[src/rtl/hqm_aw_rf_256x20_fifo_ctl.sv]
// Show-ahead FIFO controller over a 256x20 two-port RF with 1-cycle read latency.
// Zero-fills the RF after reset, then schedules pushes/prefetch reads into a 2-entry skid.
module hqm_aw_rf_256x20_fifo_ctl #(
  parameter int unsigned DEPTH  = 256,
  parameter int unsigned DWIDTH = 20,
  parameter int unsigned AWIDTH = 8
) (
  input  logic              clk,
  input  logic              rst,
  input  logic              push,
  input  logic [DWIDTH-1:0] push_data,
  input  logic              pop,
  output logic              pop_valid,
  output logic [DWIDTH-1:0] pop_data,
  output logic              full,
  output logic [AWIDTH:0]   count,
  output logic              init_done,
  output logic              err_push,
  output logic              err_pop,
  output logic              mem_we,
  output logic [AWIDTH-1:0] mem_waddr,
  output logic [DWIDTH-1:0] mem_wdata,
  output logic              mem_re,
  output logic [AWIDTH-1:0] mem_raddr,
  input  logic [DWIDTH-1:0] mem_rdata
);

  localparam int unsigned CW = AWIDTH + 1;

  typedef enum logic {
    INIT = 1'b0,
    RUN  = 1'b1
  } state_t;

  state_t            state_q, state_d;
  logic [AWIDTH-1:0] init_cnt_q, init_cnt_d;
  logic [AWIDTH-1:0] wptr_q, rptr_q;
  logic [CW-1:0]     mem_cnt_q, count_q, count_d;
  logic              rd_inflight_q;
  logic [1:0]        skid_cnt_q;
  logic [DWIDTH-1:0] skid0_q, skid1_q;
  logic              full_q, err_push_q, err_pop_q;

  logic              push_acc_c, pop_fire_c, rd_issue_c;
  logic [1:0]        skid_occ_c, skid_base_c;

  assign init_done  = (state_q == RUN);
  assign pop_valid  = (skid_cnt_q != 2'd0);
  assign pop_data   = skid0_q;
  assign full       = full_q;
  assign count      = count_q;
  assign err_push   = err_push_q;
  assign err_pop    = err_pop_q;

  assign push_acc_c = push & init_done & ~full_q;
  assign pop_fire_c = pop & pop_valid;

  // Skid occupancy after this cycle's pop plus the read already in flight.
  assign skid_occ_c  = skid_cnt_q + 2'(rd_inflight_q) - 2'(pop_fire_c);
  assign skid_base_c = skid_cnt_q - 2'(pop_fire_c);
  assign rd_issue_c  = init_done & (mem_cnt_q != '0) & ~skid_occ_c[1];
  assign count_d     = count_q + CW'(push_acc_c) - CW'(pop_fire_c);

  // State register
  always_ff @(posedge clk) begin
    if (rst) begin
      state_q    <= INIT;
      init_cnt_q <= '0;
    end else begin
      state_q    <= state_d;
      init_cnt_q <= init_cnt_d;
    end
  end

  // Next state and RF port drive
  always_comb begin
    state_d    = state_q;
    init_cnt_d = init_cnt_q;
    mem_we     = 1'b0;
    mem_waddr  = wptr_q;
    mem_wdata  = push_data;
    mem_re     = 1'b0;
    mem_raddr  = rptr_q;
    case (state_q)
      INIT: begin
        mem_we     = 1'b1;
        mem_waddr  = init_cnt_q;
        mem_wdata  = '0;
        init_cnt_d = init_cnt_q + AWIDTH'(1);
        if (init_cnt_q == AWIDTH'(DEPTH - 1)) begin
          state_d = RUN;
        end
      end
      RUN: begin
        mem_we = push_acc_c;
        mem_re = rd_issue_c;
      end
    endcase
  end

  // Pointers, occupancy and error pulses
  always_ff @(posedge clk) begin
    if (rst) begin
      wptr_q        <= '0;
      rptr_q        <= '0;
      mem_cnt_q     <= '0;
      count_q       <= '0;
      full_q        <= 1'b0;
      rd_inflight_q <= 1'b0;
      skid_cnt_q    <= 2'd0;
      err_push_q    <= 1'b0;
      err_pop_q     <= 1'b0;
    end else begin
      wptr_q        <= wptr_q + AWIDTH'(push_acc_c);
      rptr_q        <= rptr_q + AWIDTH'(rd_issue_c);
      mem_cnt_q     <= mem_cnt_q + CW'(push_acc_c) - CW'(rd_issue_c);
      count_q       <= count_d;
      full_q        <= (count_d == CW'(DEPTH));
      rd_inflight_q <= rd_issue_c;
      skid_cnt_q    <= skid_occ_c;
      err_push_q    <= push & ~push_acc_c;
      err_pop_q     <= pop & ~pop_valid;
    end
  end

  // Skid data: shift on pop, then land returning RF data behind the survivors
  always_ff @(posedge clk) begin
    if (rst) begin
      skid0_q <= '0;
      skid1_q <= '0;
    end else begin
      if (pop_fire_c) begin
        skid0_q <= skid1_q;
      end
      if (rd_inflight_q) begin
        if (skid_base_c[0]) begin
          skid1_q <= mem_rdata;
        end else begin
          skid0_q <= mem_rdata;
        end
      end
    end
  end

endmodule

[config.mk]
export PLATFORM = sky130hd
export DESIGN_NAME = hqm_aw_rf_256x20_fifo_ctl
export DESIGN_NICKNAME = d
export VERILOG_FILES = /design/src/rtl/hqm_aw_rf_256x20_fifo_ctl.sv
export SDC_FILE = /design/constraint.sdc
export NUM_CORES = 1
export LEC_CHECK = 0
export CORE_UTILIZATION = 53
export CTS_CLUSTER_SIZE = 12
export DETAILED_ROUTE_END_ITERATION = 6
export GPL_ROUTABILITY_DRIVEN = 0
export MAX_ROUTING_LAYER = met4
export PLACE_DENSITY = 0.95
export SKIP_LAST_GASP = 1
export SYNTH_ARGS = -nofsm -noshare
export SYNTH_HDL_FRONTEND = slang
export SYNTH_SLANG_ARGS = --single-unit
export TNS_END_PERCENT = 100
[constraint.sdc]
create_clock -name clk -period 4.45 [get_ports clk]
set_clock_uncertainty 0.1 [all_clocks]
set_input_delay 0.6675 -clock clk [delete_from_list [all_inputs] [get_ports clk]]
set_output_delay 0.6675 -clock clk [all_outputs]
set_load 0.01 [all_outputs]
==> metrics.csv <==
metric;value;unit
status;complete, no violations;
cts_buffers;9;
max_freq;0.277;GHz
final_area;5800;um2
cts_tree;yes;
seq_area_frac_synth;0.406;
setup_violations;0;
pwr_density_cell;246;nW/um2
path_class;input port to flip-flop;
final_common_cell;clkdlybuf4s50_1;
p_int;1.06;mW
highest_layer;met4;
pwr-share-comb;0.053;
final_util;0.736;
path_clk_slew;0.09;ns
crit_fanout;5;
slowest_delay;0.56;ns
drc;0;
finalWirelength;10700;um
wl_per_cell;15.5;um
vias;3901;
synth_area;4390;um2
grt_max_degree;57;
area_growth;32.2;%
yosys-mux-area-fraction;0.114;
syn-num-nets;550;
cp.arrival;3.82;ns
critPathBufInv;2;
clockBufferDepth;2;
first_pass_iters;5;
layout-drive-gt1-share;0.0592;
die_h;93;um
maxCapViolations;0;
synth_adder_area_share;0.0832;
yosysUniqueCellTypes;48;
finalSetupTns;0;ns
finalWorstSetupSlack;0.840;ns
antennaDiodeCount;0;
worst_pin_slew;0.998;ns
die_x;93;um
critPathLaunchType;input port;
cts_sinks;89;
fin_nets;658;
dieArea;8650;um2
antenna_found_initial;0;
period_needed;3.61;ns
cp_common_cell;ha_1;
grt_pass1_vias;3953;
end_kind;flip-flop;
wl_met3;706;um
synth_top_family_by_area;simple AND/OR/NAND/NOR gates;
synth_flop_cell;dfxtp_1;
rsz0062_at_grt;false;
switchingPower;365;uW
crit_family;adder cells;
core-area;7890;um2
total_leakage_power;2.43;nW
synth_cells;478;
clock_latency;0.36;ns
clockPowerShare;0.386;
maxSlewViolCount;0;
numPortBuffers;115;
cts_hold_buffers;0;
relSlewSlack;0.335;
initial_core_util;0.556;
cts_root_buf;clkbuf_8;
cpMaxStageDelayCell;clkdlybuf4s50_1;
cts_setup_buffers;0;
grt.total_usage;0.259;
grt_pass1_wl;17300;um
m1WireLength;4110;um
pwr-share-seq;0.561;
ys_ff_latch;89;
hold_class;flip-flop to flip-flop;
dp_hpwl;7590;um
overflow;0;
synth-xor-area-share;0.0539;
finalCritPeriodShare;0.811;
async_flop_share;0;
synth.avg_cell_area;9.18;um2
hold_viol;0;
drtIter0Drc;163;
synth_compound_area_frac;0.0969;
antenna_left;0;
synth_edf_count;0;
layout_common_cells;114 x clkdlybuf4s50_1, 89 x dfxtp_1, 78 x nor2_1;
yosys_warnings;0;
num_rows;32;
crit_required;4.66;ns
io-pin-count;116;
cts_resized;0;
placed_area;5610;um2
path_cells;clkdlybuf4s50_1, nand2_1, mux2i_1, ha_1, xor2_1, and3_1, ha_1, inv_1, ha_1, fa_1, a21oi_1, o21bai_1, a21oi_1, or4_1, nand3_1;
dpl_worst_slack;0.557;ns
synthSimpleGateAreaFrac;0.202;
swShare;0.255;
cts_htree_levels;3;
met2WireLength;5620;um
via_per_inst;5.63;
irDropWorstVdd;0.210;mV
final cells by class:
type	instances	area, um2
fillers	523	2080
repair buffers	121	1190
clock buffers	9	124
inverters	25	93.8
well taps	102	128
clock inverters	7	73.8
flip-flops and latches	89	1780
multi-input cells	340	2410
per-layer routing:
layer,up-vias,global-route usage
met5,-,-
met4,0,0.0949
met3,27,0.0610
met2,146,0.481
met1,1878,0.262
li1,1850,-
synthesized netlist by cell type, types with 4 or more instances:
cell / count / area (um2)
clkbuf_1: 15 / 56.3
xor2_1: 15 / 131
nand3_1: 16 / 80.1
ha_1: 26 / 325
nor3_1: 4 / 20.0
buf_2: 4 / 20.0
a21o_1: 4 / 30.0
mux2_2: 7 / 78.8
dfxtp_1: 89 / 1780
nor2b_1: 14 / 87.6
a211oi_1: 20 / 150
nand2_1: 14 / 52.6
a21oi_1: 10 / 50.1
inv_1: 25 / 93.8
and3_1: 8 / 50.1
xnor2_1: 12 / 105
o21ai_0: 4 / 20.0
and2_1: 22 / 138
nor2_1: 78 / 293
mux2i_1: 42 / 420
o21bai_1: 5 / 37.5
cell families after synthesis:
logic type               after synthesis
AO/OA/AOI/OAI                         58
AND/OR/NAND/NOR                      178
adder cells (fa/ha/maj)               28
XOR/XNOR                              27
buffers and inverters                 49
flip-flops                            89
multiplexers                          49
metrics by stage:
step                hold slack (ns)  power, mW  std cells
floorplan                     0.360      0.843        478
global placement              0.371      0.893        677
detailed placement            0.381      0.896        677
CTS                           0.404       1.44        693
global route                  0.445       1.48        693
finish                        0.404       1.43        693
power groups by stage:
stage | clock, mW | sequential [mW] | combinational, mW
floorplan | 0 | 0.820 | 0.0223
global placement | 0 | 0.820 | 0.0730
detailed placement | 0 | 0.821 | 0.0753
CTS | 0.557 | 0.802 | 0.0762
global route | 0.595 | 0.803 | 0.0814
finish | 0.551 | 0.802 | 0.0762
state kept, by name, indices dropped and copies added, names as in the netlist:
signal         count
full               1
mem_cnt_q          9
mem_raddr          8
count              9
err_pop            1
rd_inflight_q      1
init_cnt_q         8
wptr_q             8
skid_cnt_q         2
skid1_q           20
err_push           1
pop_data          20
init_done          1
worst reg2reg max path, cell delays in order (launching register included):
cell      delay [ns]
dfxtp_1         0.34
inv_1           0.08
ha_1            0.14
nor4b_1         0.33
nand3_1         0.16
and3_1          0.24
ha_1            0.28
inv_1           0.04
ha_1            0.20
fa_1            0.41
a21oi_1         0.15
o21bai_1        0.13
a211o_1         0.33
a21o_1          0.18
nand2_1         0.05
worst paths after layout:
| check | from | depth (start not counted) | endpoint | slack [ns] |
|---|---|---|---|---|
| min | skid1_q[11] | 2 | skid1_q[11] | 0.40 |
| min reg2reg | skid1_q[11] | 2 | skid1_q[11] | 0.40 |
| max reg2reg | mem_cnt_q[7] | 14 | mem_cnt_q[8] | 1.26 |
| max | pop | 15 | mem_cnt_q[6] | 0.84 |
No activity file was read; power rests on OpenSTA's default activity.
